[src/rtl/bus_dump_uart.sv]
// bus_dump_uart
// Walks an inclusive address range on an external parallel read bus. For each
// address it holds the read strobe low for a programmable settle time, captures
// the data word, then sends that word out an 8N1 UART transmitter with the
// least significant byte first. A dump can be aborted. The abort takes effect
// only at the end of a stop bit, so a UART frame is never cut short.
//
// Ports:
//   CLOCK_50    sole clock, rising edge
//   RESET_N     asynchronous active-low reset
//   start       one-cycle dump request; honoured only when idle
//   abort       level; ends the dump at the next byte boundary
//   start_addr  first address; latched when start is accepted
//   end_addr    last address (inclusive); latched when start is accepted
//   bus_a       external address
//   bus_rd_n    external read strobe, active low
//   bus_d       external read data
//   tx          UART serial output; idles high
//   busy        high while a dump is in progress
//   done        one-cycle pulse after a dump completes without abort
//   word_count  number of words fully transmitted in the current or last dump
module bus_dump_uart #(
  parameter int ADDR_W  = 15,
  parameter int DATA_W  = 8,
  parameter int CLK_DIV = 434,
  parameter int SETTLE  = 4
) (
  input  logic              CLOCK_50,
  input  logic              RESET_N,
  input  logic              start,
  input  logic              abort,
  input  logic [ADDR_W-1:0] start_addr,
  input  logic [ADDR_W-1:0] end_addr,
  output logic [ADDR_W-1:0] bus_a,
  output logic              bus_rd_n,
  input  logic [DATA_W-1:0] bus_d,
  output logic              tx,
  output logic              busy,
  output logic              done,
  output logic [ADDR_W:0]   word_count
);

  localparam int BYTES = DATA_W / 8;
  localparam int IDX_W = (BYTES > 1) ? $clog2(BYTES) : 1;
  localparam int DIV_W = $clog2(CLK_DIV);
  localparam int SET_W = (SETTLE > 1) ? $clog2(SETTLE) : 1;

  typedef enum logic [2:0] {
    ST_IDLE,
    ST_READ,
    ST_SEND,
    ST_NEXT,
    ST_DONE
  } state_t;

  state_t              state_reg;
  logic [ADDR_W-1:0]   end_addr_reg;
  logic [ADDR_W-1:0]   bus_a_reg;
  logic                bus_rd_n_reg;
  logic                tx_reg;
  logic                busy_reg;
  logic                done_reg;
  logic [ADDR_W:0]     word_count_reg;
  logic [DATA_W-1:0]   word_reg;       // low byte is always the byte being sent
  logic [IDX_W-1:0]    idx_reg;        // byte index within the current word
  logic [DIV_W-1:0]    div_cnt_reg;    // cycle within the current bit
  logic [3:0]          bit_pos_reg;    // 0 = start bit, 1..8 = data bits, 9 = stop bit
  logic [SET_W-1:0]    settle_cnt_reg;

  assign bus_a      = bus_a_reg;
  assign bus_rd_n   = bus_rd_n_reg;
  assign tx         = tx_reg;
  assign busy       = busy_reg;
  assign done       = done_reg;
  assign word_count = word_count_reg;

  always_ff @(posedge CLOCK_50 or negedge RESET_N) begin
    if (!RESET_N) begin
      state_reg      <= ST_IDLE;
      end_addr_reg   <= '0;
      bus_a_reg      <= '0;
      bus_rd_n_reg   <= 1'b1;
      tx_reg         <= 1'b1;
      busy_reg       <= 1'b0;
      done_reg       <= 1'b0;
      word_count_reg <= '0;
      word_reg       <= '0;
      idx_reg        <= '0;
      div_cnt_reg    <= '0;
      bit_pos_reg    <= '0;
      settle_cnt_reg <= '0;
    end else begin
      case (state_reg)
        ST_IDLE: begin
          if (start) begin
            end_addr_reg   <= end_addr;
            bus_a_reg      <= start_addr;
            word_count_reg <= '0;
            bus_rd_n_reg   <= 1'b0;
            busy_reg       <= 1'b1;
            settle_cnt_reg <= '0;
            state_reg      <= ST_READ;
          end
        end

        ST_READ: begin
          if (settle_cnt_reg == SET_W'(SETTLE - 1)) begin
            // Capture on the last settle cycle. The start bit goes out in
            // the very next cycle, the same cycle the strobe is released.
            word_reg     <= bus_d;
            bus_rd_n_reg <= 1'b1;
            idx_reg      <= '0;
            div_cnt_reg  <= '0;
            bit_pos_reg  <= '0;
            tx_reg       <= 1'b0;
            state_reg    <= ST_SEND;
          end else begin
            settle_cnt_reg <= settle_cnt_reg + 1'b1;
          end
        end

        ST_SEND: begin
          if (div_cnt_reg != DIV_W'(CLK_DIV - 1)) begin
            div_cnt_reg <= div_cnt_reg + 1'b1;
          end else begin
            div_cnt_reg <= '0;
            if (bit_pos_reg != 4'd9) begin
              bit_pos_reg <= bit_pos_reg + 1'b1;
              // Load the value of the bit that starts next. Position p+1
              // (1..8) carries data bit p. Position 9 is the stop bit.
              if (bit_pos_reg == 4'd8) begin
                tx_reg <= 1'b1;
              end else begin
                tx_reg <= word_reg[bit_pos_reg[2:0]];
              end
            end else if (abort) begin
              busy_reg  <= 1'b0;
              state_reg <= ST_IDLE;
            end else if (idx_reg != IDX_W'(BYTES - 1)) begin
              // Next byte follows immediately with no idle bit between frames.
              idx_reg     <= idx_reg + 1'b1;
              word_reg    <= word_reg >> 8;
              bit_pos_reg <= '0;
              tx_reg      <= 1'b0;
            end else begin
              word_count_reg <= word_count_reg + 1'b1;
              state_reg      <= ST_NEXT;
            end
          end
        end

        ST_NEXT: begin
          if (bus_a_reg == end_addr_reg) begin
            done_reg  <= 1'b1;
            state_reg <= ST_DONE;
          end else begin
            // The address wraps naturally at 2^ADDR_W.
            bus_a_reg      <= bus_a_reg + ADDR_W'(1);
            bus_rd_n_reg   <= 1'b0;
            settle_cnt_reg <= '0;
            state_reg      <= ST_READ;
          end
        end

        ST_DONE: begin
          done_reg  <= 1'b0;
          busy_reg  <= 1'b0;
          state_reg <= ST_IDLE;
        end

        default: begin
          state_reg    <= ST_IDLE;
          busy_reg     <= 1'b0;
          done_reg     <= 1'b0;
          bus_rd_n_reg <= 1'b1;
          tx_reg       <= 1'b1;
        end
      endcase
    end
  end

endmodule

[config.mk]
export PLATFORM = sky130hd
export DESIGN_NAME = bus_dump_uart
export DESIGN_NICKNAME = d
export VERILOG_FILES = /design/src/rtl/bus_dump_uart.sv
export SDC_FILE = /design/constraint.sdc
export NUM_CORES = 1
export LEC_CHECK = 0
export CORE_AREA = 2 2 121 123
export CTS_CLUSTER_DIAMETER = 80
export DETAILED_ROUTE_END_ITERATION = 8
export DIE_AREA = 0 0 123 125
export MAX_ROUTING_LAYER = met4
export PLACE_DENSITY = 0.53
export SLEW_MARGIN = 20
export SYNTH_ARGS = -nofsm -noshare
export SYNTH_HDL_FRONTEND = slang
export SYNTH_SLANG_ARGS = --single-unit
[constraint.sdc]
create_clock -name CLOCK_50 -period 2.8 [get_ports CLOCK_50]
set_input_delay 0.56 -clock CLOCK_50 [delete_from_list [all_inputs] [get_ports CLOCK_50]]
set_output_delay 0.56 -clock CLOCK_50 [all_outputs]
set_load 0.02 [all_outputs]
# Yosys cells after proc, flatten, opt, wreduce, memory -nomap -nowiden
# Cells that the tools add are included.
[word_totals]
regBits = 77
input_bits = 42
out_inout_bits = 35
word_cells = 130
[classes]
n_addsub = 6
n_lt_le_gt_ge = 1
n_eq_ne = 23
muxes = 61
bitwise_logic = 4
n_reduce_logical = 22
[ops]
columns = ["op", "count"]
rows = [
  ["$mux W16", 5],
  ["$mux W8", 5],
  ["$pmux W16 S2", 1],
  ["$mux W15", 2],
  ["$pmux W15 S2", 1],
  ["$reduce_and A5 Y1", 5],
  ["$ne A2 B2 Y1 const B", 11],
  ["$mux W3", 7],
  ["$mux W4", 5],
  ["$mux W1", 19],
  ["$mux W9", 2],
  ["$pmux W9 S2", 1],
  ["$add A16 B1 Y16 const B", 1],
  ["$pmux W8 S2", 1],
  ["$add A15 B1 Y15 const B", 1],
  ["$eq A15 B15 Y1", 1],
  ["$pmux W3 S4", 1],
  ["$reduce_and A6 Y1", 2],
  ["$add A9 B1 Y9 const B", 1],
  ["$ne A3 B3 Y1 const B", 3],
  ["$ne A9 B9 Y1 const B", 1],
  ["$pmux W4 S2", 1],
  ["$reduce_and A4 Y1", 2],
  ["$eq A3 B2 Y1 const B", 2],
  ["23 further kinds", 36],
]

# Longest topological paths before layout
# Gate-level depths: netlist of run 1.
[logic_depth]
depth_word = 6
mapped_depth = 8
mapped_depth_nobuf = 7

# Worst setup path before layout of run 1
# No wires, ideal clock.
[synth_timing]
path_kind = "register to register"
start = "register bit_pos_reg[1]"
end = "register word_count_reg[15] (netlist: word_count[15])"
setup_ns = 0.129
arrival_time_ns = 2.176
required_time_ns = 2.671
path_slack_ns = 0.495
path_stages_with_launch = 9
path_buffers = 1
synth_period_minus_slack_ns = 2.305
cell_sequence = "dfrtp_1 -> inv_1 -> ha_1 -> or4bb_1 -> or4_4 -> buf_6 -> nor4_2 -> xnor2_1 -> nor2_2"
[synth_via]
elab_chain_len = 3
[synth_lines]
columns = ["item", "line_no", "source"]
rows = [
  ["start: declaration", "67", "logic [3:0] bit_pos_reg;"],
  ["start signal: assignment", "128", "bit_pos_reg <= bit_pos_reg + 1'b1;"],
  ["$ne A4 B4 Y1", "127", "if (bit_pos_reg != 4'd9) begin"],
  ["$ne A2 B2 Y1 (no source line)", "n/a", ""],
  ["$reduce_and A6 Y1 (no source line)", "n/a", ""],
  ["end signal: assignment", "146", "word_count_reg <= word_count_reg + 1'b1;"],
  ["end: declaration", "63", "logic [ADDR_W:0] word_count_reg;"],
]
# Every way passes these cells.
# A chain may end at the register's enable or synchronous reset.

# Final worst setup path of run 1
[layout_timing]
start = "register bit_pos_reg[1]"
end = "register word_count_reg[7] (netlist: word_count[7])"
# Same word-level chain as after synthesis.

==> out/metrics.json, run 1 <==
{
  "floorplanning": {
    "boundaryPins": 77,
    "fp.dieW_um": 123,
    "std_cell_rows": 44,
    "core_um2": 14200,
    "dieHeight_um": 125,
    "die_area_um2": 15400,
    "initial_standard_cell_utilization_of_the_core": 0.292
  },
  "routing": {
    "drt_pre_antenna_iters": 4,
    "detailedRoute.firstIterationViolations": 227,
    "post_drt_antenna_nets": 0,
    "viasPerCell": 4.99,
    "totalWireLength_mm": 11.5,
    "wire_length_per_cell_um": 15.4,
    "dr_total_vias": 3709,
    "post-route-drc-count": 0
  },
  "grt": {
    "vias_in_the_first_global_route": 3608,
    "grt_usage": 0.156,
    "groute.layer.met2.usage": 0.237,
    "groute.layer.met3.usage": 0.0315,
    "grt_pass1_wl_mm": 18.3,
    "grt_start_max_net_pins": 77,
    "busiest_layer": "met2",
    "grt.met1_usage": 0.204,
    "overflow": 0,
    "initial_antenna_violation_count": 0
  },
  "critical_path": {
    "cpMaxStageDelayCell": "or4bb_1",
    "cp-end-kind": "register",
    "regToRegEndpoint": "word_count[7]$_DFFE_PN0P_",
    "start_kind": "register",
    "worstPathArrival_ps": 2700,
    "r2r.worst_path.cells": 7,
    "timing.critical_path.fanout_max": 10,
    "r2r_setup_slack_ps": 320,
    "critical_path.reg2reg.startpoint": "bit_pos_reg[1]$_DFFE_PN0P_",
    "critical_path.max_stage_delay_ps": 520,
    "timing_worst_setup_path_type": "register to register",
    "timing.critical_path.required_ps": 3020,
    "cp_cell_sequence": "inv_1 > ha_1 > or4bb_1 > or4_4 > or2_2 > o211ai_1 > o31ai_1"
  },
  "status": {
    "run_status": "finished, final reports clean"
  },
  "pwr": {
    "netSwitchingPower_uw": 501,
    "vdd.ir_drop.worst_mv": 0.286,
    "switching_share": 0.215,
    "cellInternalPower_uw": 1830,
    "power.share.clock": 0.467,
    "seq_power_share": 0.481,
    "leakage_uw": 0.00229,
    "pwr_density_cell_nw_per_um2": 428,
    "power.combinational.fraction": 0.052
  },
  "synthesis": {
    "ys_seq_elements": 76,
    "ys.warnings.count": 0,
    "yosys-mux-area-fraction": 0.0211,
    "synth_sequential_area_ratio": 0.460,
    "asyncSetResetFlopFracSynth": 1.00,
    "post_synth_and_or_nand_nor_area_fraction": 0.253,
    "synth_adder_area_share": 0.0242,
    "post_synth_xor_area_fraction": 0.0550,
    "edff_count_synth": 0,
    "yosys_most_used_dff": "dfrtp_1",
    "synthesis.instances": 474,
    "syn_nets": 524,
    "ys_types": 51,
    "ys_top_cells_by_area": "dfrtp_1 (45%), nand2_1 (7.9%), xnor2_1 (4.6%), o21ai_0 (4.2%), nor2_1 (3.5%)",
    "synthesis.area_um2": 4140,
    "syn_area_per_cell_um2": 8.74,
    "synth_compound_area_frac": 0.150,
    "netlist.top_cell.by_area": "dfrtp_1",
    "dominant_combinational_cell_family_by_area_after_synthesis": "simple AND/OR/NAND/NOR gates",
    "synth_top_area_frac": 0.447
  },
  "finish": {
    "antenna_diodes": 0,
    "layout-drive-gt1-share": 0.0857,
    "final_cell_count_no_fill": 744,
    "multi_input_comb_area_um2": 2090,
    "most-common-layout-cells": "nand2_1 (87), clkdlybuf4s50_1 (75), dfrtp_1 (74)",
    "register_area_um2": 1900,
    "nets": 605,
    "final.fill_count": 1463,
    "largest_register_ffs": 16,
    "final_common_cell": "nand2_1",
    "area_growth_syn_to_layout_pct": 31.3
  },
  "clock_tree": {
    "cts_sinks": 76,
    "cts-root-to-sink-buffers": 2,
    "clkTransAtPathRegs_ps": 60,
    "cts_hold_repair.buffers": 0,
    "worstSkewPairLatency_ps": 340,
    "cts_setup_buffers": 0,
    "number_of_buffers_added_by_the_clock_tree_synthesis_step": 9,
    "cts_tree": "yes",
    "post_cts_resize_count": 0,
    "cts_root_buf": "clkbuf_16",
    "cts-htree-levels": 3
  },
  "timing": {
    "unrepaired_setup_endpoints_after_global_routing": "false",
    "finalSetupViolations": 0,
    "final_clock_period_utilization_by_the_worst_path": 0.886,
    "timing.max_slew.rel_slack": 0.423,
    "report.final.hold_viol_count": 0,
    "finalCriticalPeriod_ps": 2480,
    "skew_ps": 8.31,
    "report.final.slew_viol_count": 0,
    "fin_tns_setup_ps": 0,
    "timing.final.ws_setup_ps": 319,
    "worst-slew-pin-transition_ps": 859,
    "max_freq_ghz": 0.403
  },
  "flow_run": {
    "max_cap_violations": 0
  },
  "placement": {
    "placement.setup.worst_slack_ps": -28.2,
    "finalWeightedCongestion": 0.845,
    "port_buffers": 76,
    "dp_hpwl_mm": 8.21,
    "placedCellCount": 728
  },
  "min_path": {
    "hold_class": "input port to asynchronous set/reset pin"
  }
}
## cells by family (layout without fill, tap and decap cells)
family	count (synthesis)	in the layout
xor gates and xnor gates	26	26
buffers and inverters	36	122
adders and majority gates	8	8
muxes	6	6
and+or+nand+nor	217	217
AOI/OAI and AO/OA	105	105
DFF	76	76
## metal layers
layer / part of all wire / wire length (µm) / vias to the layer above
li1: - / - / 1836
met1: 0.46 / 5330 / 1773
met2: 0.47 / 5340 / 91
met3: 0.057 / 656 / 9
met4: 0.014 / 157 / 0
met5: 0 / 0 / -
## synth_stat cells (7+ instances only)
cell type  number
nor3_1         12
nand2_1        87
inv_1          12
ha_1            8
o22ai_1         7
nand3_1        28
a31oi_1        13
xnor2_1        22
o31ai_1         7
and3_1          7
nand4_1        12
a21oi_1        26
nor2_1         39
clkbuf_1       19
dfrtp_1        74
o21ai_0        35
## critical path: cells and delay by family, from the launching register on
kind,cells,cell delay [ps]
adders and majority gates,1,170
and+or+nand+nor,3,1390
buffers and inverters,1,120
AOI/OAI and AO/OA,2,250
DFF,1,420
## power groups by stage
stage | combinational (µW) | sequential, µW | clock [µW]
5_1_grt | 136 | 1120 | 1170
4_1_cts | 124 | 1120 | 1120
6_report | 121 | 1120 | 1090
2_1_floorplan | 29.2 | 1140 | 0
3_5_place_dp | 123 | 1140 | 0
3_3_place_gp | 122 | 1140 | 0
## worst max path at each step
stage / startpoint / to / slack [ps] / depth (start not counted)
after floorplan: bit_pos_reg[1]$_DFFE_PN0P_ / word_count[15]$_DFFE_PN0P_ / 490 / 8
after CTS: bit_pos_reg[1]$_DFFE_PN0P_ / word_count[12]$_DFFE_PN0P_ / 290 / 8
after global placement: abort / word_count[7]$_DFFE_PN0P_ / -0.8 / 6
final: bit_pos_reg[1]$_DFFE_PN0P_ / word_count[7]$_DFFE_PN0P_ / 320 / 7
after detailed placement: abort / word_count[12]$_DFFE_PN0P_ / -30 / 7
after global routing: bit_pos_reg[1]$_DFFE_PN0P_ / word_count[9]$_DFFE_PN0P_ / 170 / 8
## area by class of cell
type | instances | area share
Clock buffer | 14 | 0.0485
Tap cell | 184 | 0.0423
Inverter | 12 | 0.00828
Timing Repair Buffer | 94 | 0.165
Clock inverter | 2 | 0.00184
Multi-Input combinational cell | 362 | 0.384
Sequential cell | 76 | 0.350
## stage by stage
stage	power, µW	cell area (µm²)	util	hold slack, ps
2_1_floorplan	1170	4140	-	264
3_3_place_gp	1260	5160	0.364	451
3_5_place_dp	1260	5160	0.364	460
4_1_cts	2370	5440	0.383	435
5_1_grt	2430	5440	0.383	330
6_report	2330	5440	0.383	248
No activity file was read; power rests on OpenSTA's default activity.
==> run 2: changes to the inputs <==
Settings changed: CORE_AREA 2 2 121 123 to 2 2 116 129, DIE_AREA 0 0 123 125 to 0 0 118 131, SLEW_MARGIN 20 to 10.
==> out/metrics.json, run 2 (same netlist as run 1, synthesis figures left out) <==
{
  "flow_run": {
    "max_cap_violations": {"value": 0, "change": "unchanged"}
  },
  "clock_tree": {
    "number_of_buffers_added_by_the_clock_tree_synthesis_step": {"value": 9, "change": "unchanged"},
    "post_cts_resize_count": {"value": 0, "change": "unchanged"},
    "cts_root_buf": {"value": "clkbuf_16", "change": "unchanged"},
    "worstSkewPairLatency": {"value": 340, "unit": "ps", "change": "about the same"},
    "cts_sinks": {"value": 76, "change": "unchanged"},
    "cts-root-to-sink-buffers": {"value": 2, "change": "unchanged"},
    "cts-htree-levels": {"value": 3, "change": "unchanged"},
    "cts_tree": {"value": "yes", "change": "unchanged"},
    "cts_hold_repair.buffers": {"value": 0, "change": "unchanged"},
    "cts_setup_buffers": {"value": 0, "change": "unchanged"},
    "clkTransAtPathRegs": {"value": 60, "unit": "ps", "change": "about the same"}
  },
  "status": {
    "run_status": {"value": "finished, final reports clean", "change": "unchanged"}
  },
  "critical_path": {
    "timing.critical_path.fanout_max": {"value": 10, "change": "unchanged"},
    "critical_path.reg2reg.startpoint": {"value": "bit_pos_reg[1]$_DFFE_PN0P_", "change": "unchanged"},
    "cpMaxStageDelayCell": {"value": "or4_4", "change": "was or4bb_1"},
    "regToRegEndpoint": {"value": "word_count[8]$_DFFE_PN0P_", "change": "was word_count[7]$_DFFE_PN0P_"},
    "worstPathArrival": {"value": 2760, "unit": "ps", "change": "was 2700 ps"},
    "critPathTopFamily": {"value": "simple AND/OR/NAND/NOR gates", "change": "unchanged"},
    "timing_worst_setup_path_type": {"value": "register to register", "change": "unchanged"},
    "cp_num_buf_inv": {"value": 2, "change": "was 1"},
    "start_kind": {"value": "register", "change": "unchanged"},
    "timing.critical_path.required": {"value": 3060, "unit": "ps", "change": "was 3020 ps"},
    "r2r.worst_path.cells": {"value": 7, "change": "unchanged"},
    "critical_path.max_stage_delay": {"value": 530, "unit": "ps", "change": "was 520 ps"},
    "r2r_setup_slack": {"value": 300, "unit": "ps", "change": "was 320 ps"},
    "cp_cell_sequence": {"value": "inv_1 > ha_1 > or4bb_1 > or4_4 > buf_4 > or3_1 > a21oi_1", "change": "was inv_1 > ha_1 > or4bb_1 > or4_4 > or2_2 > o211ai_1 > o31ai_1"},
    "cp-end-kind": {"value": "register", "change": "unchanged"}
  },
  "routing": {
    "post-route-drc-count": {"value": 0, "change": "unchanged"},
    "totalWireLength": {"value": 11.8, "unit": "mm", "change": "was 11.5 mm"},
    "detailedRoute.firstIterationViolations": {"value": 341, "change": "was 227"},
    "viasPerCell": {"value": 5.03, "change": "was 4.99"},
    "post_drt_antenna_nets": {"value": 0, "change": "unchanged"},
    "dr_total_vias": {"value": 3765, "change": "was 3709"},
    "drt_pre_antenna_iters": {"value": 4, "change": "unchanged"},
    "wire_length_per_cell": {"value": 15.8, "unit": "µm", "change": "was 15.4 µm"}
  },
  "timing": {
    "finalCriticalPeriod": {"value": 2500, "unit": "ps", "change": "was 2480 ps"},
    "final_clock_period_utilization_by_the_worst_path": {"value": 0.892, "change": "was 0.886"},
    "timing.max_slew.rel_slack": {"value": 0.428, "change": "was 0.423"},
    "worst-slew-pin-transition": {"value": 852, "unit": "ps", "change": "was 859 ps"},
    "timing.final.ws_setup": {"value": 303, "unit": "ps", "change": "was 319 ps"},
    "skew": {"value": 4.80, "unit": "ps", "change": "was 8.31 ps"},
    "unrepaired_setup_endpoints_after_global_routing": {"value": "false", "change": "unchanged"},
    "report.final.hold_viol_count": {"value": 0, "change": "unchanged"},
    "finalSetupViolations": {"value": 0, "change": "unchanged"},
    "fin_tns_setup": {"value": 0, "unit": "ps", "change": "unchanged"},
    "max_freq": {"value": 0.400, "unit": "GHz", "change": "was 0.403 GHz"},
    "report.final.slew_viol_count": {"value": 0, "change": "unchanged"}
  },
  "grt": {
    "initial_antenna_violation_count": {"value": 0, "change": "unchanged"},
    "grt_start_max_net_pins": {"value": 42, "change": "was 77"},
    "grt_pass1_wl": {"value": 19.3, "unit": "mm", "change": "was 18.3 mm"},
    "vias_in_the_first_global_route": {"value": 3657, "change": "was 3608"},
    "grt_usage": {"value": 0.162, "change": "was 0.156"},
    "overflow": {"value": 0, "change": "unchanged"}
  },
  "finish": {
    "nets": {"value": 603, "change": "was 605"},
    "stdcell_area": {"value": 5460, "unit": "µm²", "change": "was 5440 µm²"},
    "area_growth_syn_to_layout": {"value": 31.8, "unit": "%", "change": "was 31.3%"},
    "final.fill_count": {"value": 1433, "change": "was 1463"},
    "antenna_diodes": {"value": 0, "change": "unchanged"},
    "final_common_cell": {"value": "nand2_1", "change": "unchanged"},
    "largest_register_ffs": {"value": 16, "change": "unchanged"},
    "layout-drive-gt1-share": {"value": 0.0827, "change": "was 0.0857"},
    "most-common-layout-cells": {"value": "nand2_1 (87), clkdlybuf4s50_1 (75), dfrtp_1 (74)", "change": "unchanged"}
  },
  "floorplanning": {
    "dieHeight": {"value": 131, "unit": "µm", "change": "was 125 µm"},
    "fp.dieW": {"value": 118, "unit": "µm", "change": "was 123 µm"},
    "std_cell_rows": {"value": 46, "change": "was 44"},
    "initial_standard_cell_utilization_of_the_core": {"value": 0.291, "change": "was 0.292"},
    "boundaryPins": {"value": 77, "change": "unchanged"},
    "die_area": {"value": 15500, "unit": "µm²", "change": "was 15400 µm²"},
    "core": {"value": 14200, "unit": "µm²", "change": "about the same"}
  },
  "placement": {
    "place_area": {"value": 5170, "unit": "µm²", "change": "was 5160 µm²"},
    "port_buffers": {"value": 76, "change": "unchanged"},
    "dp_hpwl": {"value": 8.40, "unit": "mm", "change": "was 8.21 mm"},
    "finalWeightedCongestion": {"value": 0.874, "change": "was 0.845"},
    "placement.setup.worst_slack": {"value": -48.6, "unit": "ps", "change": "was -28.2 ps"}
  },
  "pwr": {
    "pwr_density_cell": {"value": 444, "unit": "nW/µm²", "change": "was 428 nW/µm²"},
    "vdd.ir_drop.worst": {"value": 0.243, "unit": "mV", "change": "was 0.286 mV"},
    "total_power": {"value": 2430, "unit": "µW", "change": "was 2330 µW"},
    "leakage": {"value": 0.00229, "unit": "µW", "change": "about the same"}
  },
  "min_path": {
    "hold_class": {"value": "input port to asynchronous set/reset pin", "change": "unchanged"}
  }
}
-- run 2: cell types whose count changed in the layout (fill, tap and decap cells not counted), sizes merged --
cell	before	now
bufinv	0	1
buf	19	17
clkbuf	14	12
clkinv	2	1
-- run 2: how the worst max path moves through the flow --
stage | from | endpoint | depth (start not counted) | slack, ps
floorplan | bit_pos_reg[1]$_DFFE_PN0P_ | word_count[15]$_DFFE_PN0P_ | 8 | 490
global placement | abort | word_count[9]$_DFFE_PN0P_ | 7 | 10
detailed placement | abort | word_count[7]$_DFFE_PN0P_ | 6 | -50
CTS | bit_pos_reg[1]$_DFFE_PN0P_ | word_count[8]$_DFFE_PN0P_ | 7 | 290
global route | bit_pos_reg[1]$_DFFE_PN0P_ | word_count[8]$_DFFE_PN0P_ | 7 | 190
finish | bit_pos_reg[1]$_DFFE_PN0P_ | word_count[8]$_DFFE_PN0P_ | 7 | 300
-- run 2: metal layers --
layer | wire length [µm] | GRT usage | up-vias
met3 | 584 | 0.0334 | 22
li1 | - | - | 1835
met2 | 5450 | 0.251 | 107
met4 | 267 | 0.0695 | 0
met1 | 5530 | 0.208 | 1801
met5 | 0 | - | -
-- run 2: final cells by class --
cell class              instances  area, µm²  area share
clock buffers                  12        256      0.0470
clock inverters                 2       35.0     0.00641
inverters                      12       45.0     0.00825
multi-input cells             362       2090       0.383
flip-flops and latches         76       1900       0.349
well taps                     192        240      0.0440
repair buffers                 92        891       0.163
-- run 2: report_power, final --
group | internal [µW] | total [µW] | switching [µW]
clock | 728 | 1180 | 452
combinational | 72.5 | 125 | 52.3
sequential | 1110 | 1120 | 9.78
total | 1910 | 2430 | 514
-- run 2: metrics by stage --
step,hold WS (ps),utilization,std cells
after CTS,205,0.384,748
after global placement,454,0.364,734
final,199,0.384,748
after detailed placement,452,0.364,734
after floorplan,264,-,474
after global routing,225,0.384,748
